File: config.mk
export PLATFORM = sky130hd
export DESIGN_NAME = led_frame_scanner
export DESIGN_NICKNAME = d
export VERILOG_FILES = /design/src/rtl/led_frame_scanner.sv
export SDC_FILE = /design/constraint.sdc
export NUM_CORES = 1
export LEC_CHECK = 0
export BUFFER_PORTS_ARGS = -buffer_cell sky130_fd_sc_hd__buf_2
export CORE_ASPECT_RATIO = 0.7
export CORE_MARGIN = 2
export CORE_UTILIZATION = 50
export CTS_CLUSTER_DIAMETER = 60
export CTS_CLUSTER_SIZE = 8
export DETAILED_ROUTE_END_ITERATION = 12
export HOLD_SLACK_MARGIN = 0.02
export PLACE_DENSITY = 0.78
export SYNTH_ARGS = -nofsm -noshare
export SYNTH_HDL_FRONTEND = slang
export SYNTH_SLANG_ARGS = --single-unit
File: constraint.sdc
create_clock -name clk_in -period 2.7 [get_ports clk_in]
set_input_delay 0.135 -clock clk_in [delete_from_list [all_inputs] [get_ports clk_in]]
set_output_delay 0.135 -clock clk_in [all_outputs]
set_load 0.02 [all_outputs]
File: src/rtl/led_frame_scanner.sv
// Panel refresh sequencer: streams top/bottom pixel pairs from frame RAM to the LED PHY,
// then blanks, latches and row-addresses the panel. Define LED_SCAN_DOUBLE_BUFFER_EN for double buffering.
module led_frame_scanner #(
   parameter int NUM_ROWS      = 32,
   parameter int NUM_COLS      = 64,
   parameter int RAM_ADDR_W    = 16,
   parameter int RAM_LATENCY   = 2,
   parameter int LATCH_CYCLES  = 2,
   parameter int MIN_ON_CYCLES = 256
) (
   input  logic                          clk_in,
   input  logic                          n_reset_in,
   input  logic                          enable_in,
`ifdef LED_SCAN_DOUBLE_BUFFER_EN
   input  logic                          swap_req_in,
   output logic                          active_buf_out,
`endif
   output logic                          busy_out,
   output logic                          frame_done_out,
   output logic                          ram_en_out,
   output logic [RAM_ADDR_W-1:0]         ram_addr_out,
   input  logic [23:0]                   ram_data_in,
   output logic                          phy_enable_out,
   input  logic                          phy_ready_in,
   output logic [23:0]                   phy_pixel_top_out,
   output logic [23:0]                   phy_pixel_bot_out,
   output logic                          le_out,
   output logic                          oe_out,
   output logic [$clog2(NUM_ROWS/2)-1:0] addr_out
);

   localparam int HALF    = NUM_ROWS / 2;
   localparam int ROW_W   = $clog2(HALF);
   localparam int COL_W   = $clog2(NUM_COLS);
   localparam int ON_W    = $clog2(MIN_ON_CYCLES + 1);
   localparam int CYC_MAX = (RAM_LATENCY + 2 > LATCH_CYCLES) ? RAM_LATENCY + 2 : LATCH_CYCLES;
   localparam int CYC_W   = $clog2(CYC_MAX + 1);

   typedef enum logic [2:0] {
      S_IDLE, S_READ, S_SEND, S_WAIT_PHY, S_HOLD, S_BLANK, S_LATCH, S_UNBLANK
   } state_t;

   state_t                state, next_state;
   logic [ROW_W-1:0]      row;
   logic [COL_W-1:0]      col;
   logic [CYC_W-1:0]      cyc_cnt;
   logic [ON_W-1:0]       on_cnt;
   logic                  last_row, last_col, frame_end;
   int unsigned           base_addr;
   logic [RAM_ADDR_W-1:0] top_addr, bot_addr;

   assign last_row  = (row == ROW_W'(HALF - 1));
   assign last_col  = (col == COL_W'(NUM_COLS - 1));
   assign frame_end = (state == S_UNBLANK) && last_row;
   assign busy_out  = (state != S_IDLE);

   assign top_addr = RAM_ADDR_W'(base_addr + 32'(row) * 32'(NUM_COLS) + 32'(col));
   assign bot_addr = RAM_ADDR_W'(base_addr + (32'(row) + 32'(HALF)) * 32'(NUM_COLS) + 32'(col));

   always_comb begin
      next_state     = state;
      ram_en_out     = 1'b0;
      ram_addr_out   = '0;
      phy_enable_out = 1'b0;
      case (state)
         S_IDLE:     if (enable_in) next_state = S_READ;
         S_READ: begin
            if (cyc_cnt == CYC_W'(0)) begin
               ram_en_out   = 1'b1;
               ram_addr_out = top_addr;
            end else if (cyc_cnt == CYC_W'(1)) begin
               ram_en_out   = 1'b1;
               ram_addr_out = bot_addr;
            end
            if (cyc_cnt == CYC_W'(RAM_LATENCY + 1)) next_state = S_SEND;
         end
         S_SEND: begin
            if (phy_ready_in) begin
               phy_enable_out = 1'b1;
               next_state     = S_WAIT_PHY;
            end
         end
         // The PHY may still show ready in the cycle right after the start pulse.
         S_WAIT_PHY: if (cyc_cnt != '0 && phy_ready_in) next_state = last_col ? S_HOLD : S_READ;
         S_HOLD:     if (on_cnt >= ON_W'(MIN_ON_CYCLES)) next_state = S_BLANK;
         S_BLANK:    next_state = S_LATCH;
         S_LATCH:    if (cyc_cnt == CYC_W'(LATCH_CYCLES - 1)) next_state = S_UNBLANK;
         S_UNBLANK:  next_state = (last_row && !enable_in) ? S_IDLE : S_READ;
         default:    next_state = S_IDLE;
      endcase
   end

   always_ff @(posedge clk_in) begin
      if (!n_reset_in) begin
         state             <= S_IDLE;
         row               <= '0;
         col               <= '0;
         cyc_cnt           <= '0;
         on_cnt            <= ON_W'(MIN_ON_CYCLES);
         phy_pixel_top_out <= '0;
         phy_pixel_bot_out <= '0;
         le_out            <= 1'b0;
         oe_out            <= 1'b1;
         addr_out          <= '0;
         frame_done_out    <= 1'b0;
      end else begin
         state <= next_state;
         if (next_state != state) cyc_cnt <= '0;
         else if (cyc_cnt != CYC_W'(CYC_MAX)) cyc_cnt <= cyc_cnt + CYC_W'(1);

         // Saturated while idle so the first latch of a scan never waits.
         if (state == S_IDLE) on_cnt <= ON_W'(MIN_ON_CYCLES);
         else if (state == S_UNBLANK) on_cnt <= '0;
         else if (on_cnt < ON_W'(MIN_ON_CYCLES)) on_cnt <= on_cnt + ON_W'(1);

         if (state == S_READ && cyc_cnt == CYC_W'(RAM_LATENCY)) phy_pixel_top_out <= ram_data_in;
         if (state == S_READ && cyc_cnt == CYC_W'(RAM_LATENCY + 1)) phy_pixel_bot_out <= ram_data_in;

         if (state == S_WAIT_PHY && next_state != S_WAIT_PHY) col <= last_col ? '0 : col + COL_W'(1);
         if (state == S_UNBLANK) row <= last_row ? '0 : row + ROW_W'(1);
         if (state == S_BLANK) addr_out <= row;

         le_out         <= (next_state == S_LATCH);
         oe_out         <= (next_state inside {S_IDLE, S_BLANK, S_LATCH});
         frame_done_out <= frame_end;
      end
   end

`ifdef LED_SCAN_DOUBLE_BUFFER_EN
   logic swap_pending;

   assign base_addr = active_buf_out ? 32'(NUM_ROWS * NUM_COLS) : 32'd0;

   // A request landing on the frame boundary itself is kept for the following frame.
   always_ff @(posedge clk_in) begin
      if (!n_reset_in) begin
         active_buf_out <= 1'b0;
         swap_pending   <= 1'b0;
      end else if (frame_end) begin
         if (swap_pending) active_buf_out <= ~active_buf_out;
         swap_pending <= swap_req_in;
      end else if (swap_req_in) begin
         swap_pending <= 1'b1;
      end
   end
`else
   assign base_addr = 32'd0;
`endif

endmodule
==> impl_metrics.json <==
{
  "hold_end": "phy_pixel_top_out[11]$_SDFFE_PN0P_",
  "ant_nets": 0,
  "n_fill_cell": 629,
  "synth_cell_types": 48,
  "synthTopCellsByCount": "nand2_1, dfxtp_1, a21oi_1",
  "crit_path_max_incr_delay_ps": 540,
  "fp-row-count": 25,
  "yosysMostFrequentCell": "nand2_1",
  "fin_crit_ps": 2300,
  "rr_worst_depth": 5,
  "ys_warn_count": 0,
  "viasPerCell": 5.19,
  "die_height_um": 72.9,
  "crit_type": "register to primary output",
  "hold-path-cell-count": 3,
  "critPathTopFamily": "simple AND/OR/NAND/NOR gates",
  "drv_slew": 0,
  "endpoint_kind": "primary output",
  "clk_path_buf_depth": 2,
  "rsz0062_at_grt": "false",
  "power_mw": 2.32,
  "clkTransAtPathRegs_ps": 80,
  "synth_enable_flop_cells": 0,
  "worst_pin_slew_ps": 604,
  "wl_um": 8180,
  "irDropWorstVdd_v": 0.000268,
  "grt_usage_pct": 22.2,
  "ys_async_sr_fraction_pct": 0,
  "synth_largest_area_cell": "dfxtp_1",
  "powerDensity_nw_per_um2": 555,
  "num_vias": 3179,
  "fin_skew_ps": 5.16,
  "ff2ff_setup_slack_ps": 520,
  "htreeDepth": 3,
  "nets": 549,
  "place_inst": 590,
  "ctsResizeCount": 0,
  "yosysTopAreaCellShare_pct": 47.2,
  "drtPass1Iterations": 6,
  "fin_setup_tns_ps": 0,
  "cpMaxStageDelayCell": "dfxtp_1",
  "fp.dieW_um": 102,
  "startpoint_type": "register",
  "syn_area_um2": 3390,
  "avgSynthCellArea_um2": 8.10,
  "synth-seq-cells": 80,
  "hold_viol": 0,
  "cts-root-buf": "clkbuf_8",
  "clock_latency_ps": 340,
  "synth-main-ff-cell": "dfxtp_1",
  "drc": 0,
  "drt_iter0_drc": 175,
  "cts_made_buffers": 9,
  "area_delta_synth_final_pct": 23.1,
  "initial_utilization_pct": 50.9,
  "grt_pass1_wl_um": 13000,
  "crit_fanout": 11,
  "worstReg2RegEnd": "le_out$_SDFF_PN0_",
  "path_cells": "nand2b_1 -> nor3_1 -> o21a_1 -> and2_1 -> buf_2",
  "p_leak_nw": 1.78,
  "timing.final.crit_share_pct": 85.2,
  "required_ps": 2570,
  "synthTopCellsByArea": "dfxtp_1, nand2_1, a21oi_1, ha_1, nor2_1",
  "hold_class": "input port to register",
  "core_region_area_um2": 6660,
  "dieArea_um2": 7470,
  "yosysSeqAreaShare_pct": 47.2,
  "fmax_mhz": 435,
  "drv_cap": 0,
  "cts_tree": "built",
  "first_global_vias": 2804,
  "fin_cells": 612,
  "grt_max_degree": 28,
  "hold_start": "ram_data_in[11]",
  "netlist_instances": 419,
  "wl_per_cell_um": 13.4,
  "pin_count": 102,
  "place.gp.congestion": 0.860,
  "reg2reg_from": "state[2]$_SDFF_PN0_",
  "diodes": 0,
  "globalRouteOverflowTotal": 0,
  "slew_headroom_pct": 59.7,
  "arrival_ps": 2170,
  "outcome": "finished, final reports clean",
  "grt_antenna_before_repair": 0,
  "cp_num_buf_inv": 1,
  "drive_gt1_share_pct": 24.7,
  "cts.sinks": 80,
  "portBuffers": 96,
  "dp.final_hpwl_um": 5750,
  "setup_viol": 0
}
area by class of cell:
class / count / area [µm²] / area share (%)
multi-input combinational: 306 / 1620 / 38.8
tap: 94 / 118 / 2.81
clock inverter: 5 / 78.8 / 1.89
inverter: 7 / 26.3 / 0.629
sequential: 80 / 1600 / 38.3
clock buffer: 11 / 141 / 3.38
timing repair buffer: 109 / 593 / 14.2
routing by layer:
| layer | wire (µm) | share of wire (%) | track usage (%) | up-vias |
|---|---|---|---|---|
| met5 | 0 | 0 | 0 | - |
| met4 | 64 | 0.78 | 6.37 | 0 |
| li1 | - | - | - | 1569 |
| met3 | 545 | 6.7 | 5.84 | 7 |
| met1 | 3560 | 44 | 29.0 | 1493 |
| met2 | 4000 | 49 | 36.2 | 110 |
worst max-delay path by stage:
stage,from,cells after the start,end
6_report,state[0]$_SDFF_PN0_,5,ram_addr_out[7]
5_1_grt,state[0]$_SDFF_PN0_,5,ram_addr_out[5]
4_1_cts,state[0]$_SDFF_PN0_,5,ram_addr_out[0]
3_5_place_dp,state[2]$_SDFF_PN0_,5,le_out$_SDFF_PN0_
3_3_place_gp,state[2]$_SDFF_PN0_,5,le_out$_SDFF_PN0_
2_1_floorplan,cyc_cnt[0]$_SDFFE_PP0P_,8,le_out$_SDFF_PN0_
report_power, final:
group | total (mW) | internal [mW] | switching, mW | leakage (nW)
Combinational | 0.163 | 0.0591 | 0.103 | 1.02
Clock | 0.957 | 0.546 | 0.411 | 0.114
Sequential | 1.20 | 1.19 | 0.0110 | 0.645
Total | 2.32 | 1.80 | 0.525 | 1.78
tightest hold or removal path: stages:
cell,delay (ps)
buf_2,100
nand2_1,50
a21oi_1,50
through the flow:
step	hold slack [ps]	area, µm²	utilization, %	setup slack [ps]
global placement	389	3900	58.5	640
global route	21.1	4180	62.7	223
detailed placement	393	3900	58.5	558
finish	31.3	4180	62.7	399
floorplan	271	3410	-	854
CTS	20.1	4170	62.6	403
registers in the layout (all words and copies together) (netlist names):
name / cells
addr_out: 4
le_out: 1
oe_out: 1
phy_pixel_bot_out: 24
row: 4
on_cnt: 9
phy_pixel_top_out: 24
frame_done_out: 1
col: 6
cyc_cnt: 3
state: 3
layout by cell type, fill, tap and decap left out, types with 4 or more instances in the layout:
| cell | netlist | layout |
|---|---|---|
| a21oi_1 | 62 | 62 |
| and2_1 | 12 | 12 |
| buf_2 | 8 | 96 |
| buf_4 | 6 | 7 |
| clkbuf_8 | 0 | 10 |
| conb_1 | 1 | 5 |
| dfxtp_1 | 80 | 80 |
| dlygate4sd3_1 | 0 | 6 |
| ha_1 | 8 | 8 |
| inv_1 | 6 | 6 |
| nand2_1 | 121 | 121 |
| nand3_1 | 15 | 15 |
| nor2_1 | 24 | 24 |
| o21ai_0 | 4 | 4 |
| xor2_1 | 9 | 9 |
what timing repair did:
action,CTS,global route
endpoints found under the hold margin,7,1
setup buffers,0,0
endpoints found under the setup margin,0,0
hold buffers,5,1
logic make-up (layout without fill, tap and decap cells):
group	Yosys count	in the layout	synth area share, %
simple gates	195	195	25.2
flops	80	80	47.2
xor+xnor	11	11	2.84
fa+ha+maj	8	8	2.95
mux	2	2	0.590
other cells	1	5	0.110
compound gates	85	85	15.7
buf+inv	37	132	5.49
Power figures use the tool's default switching activity.
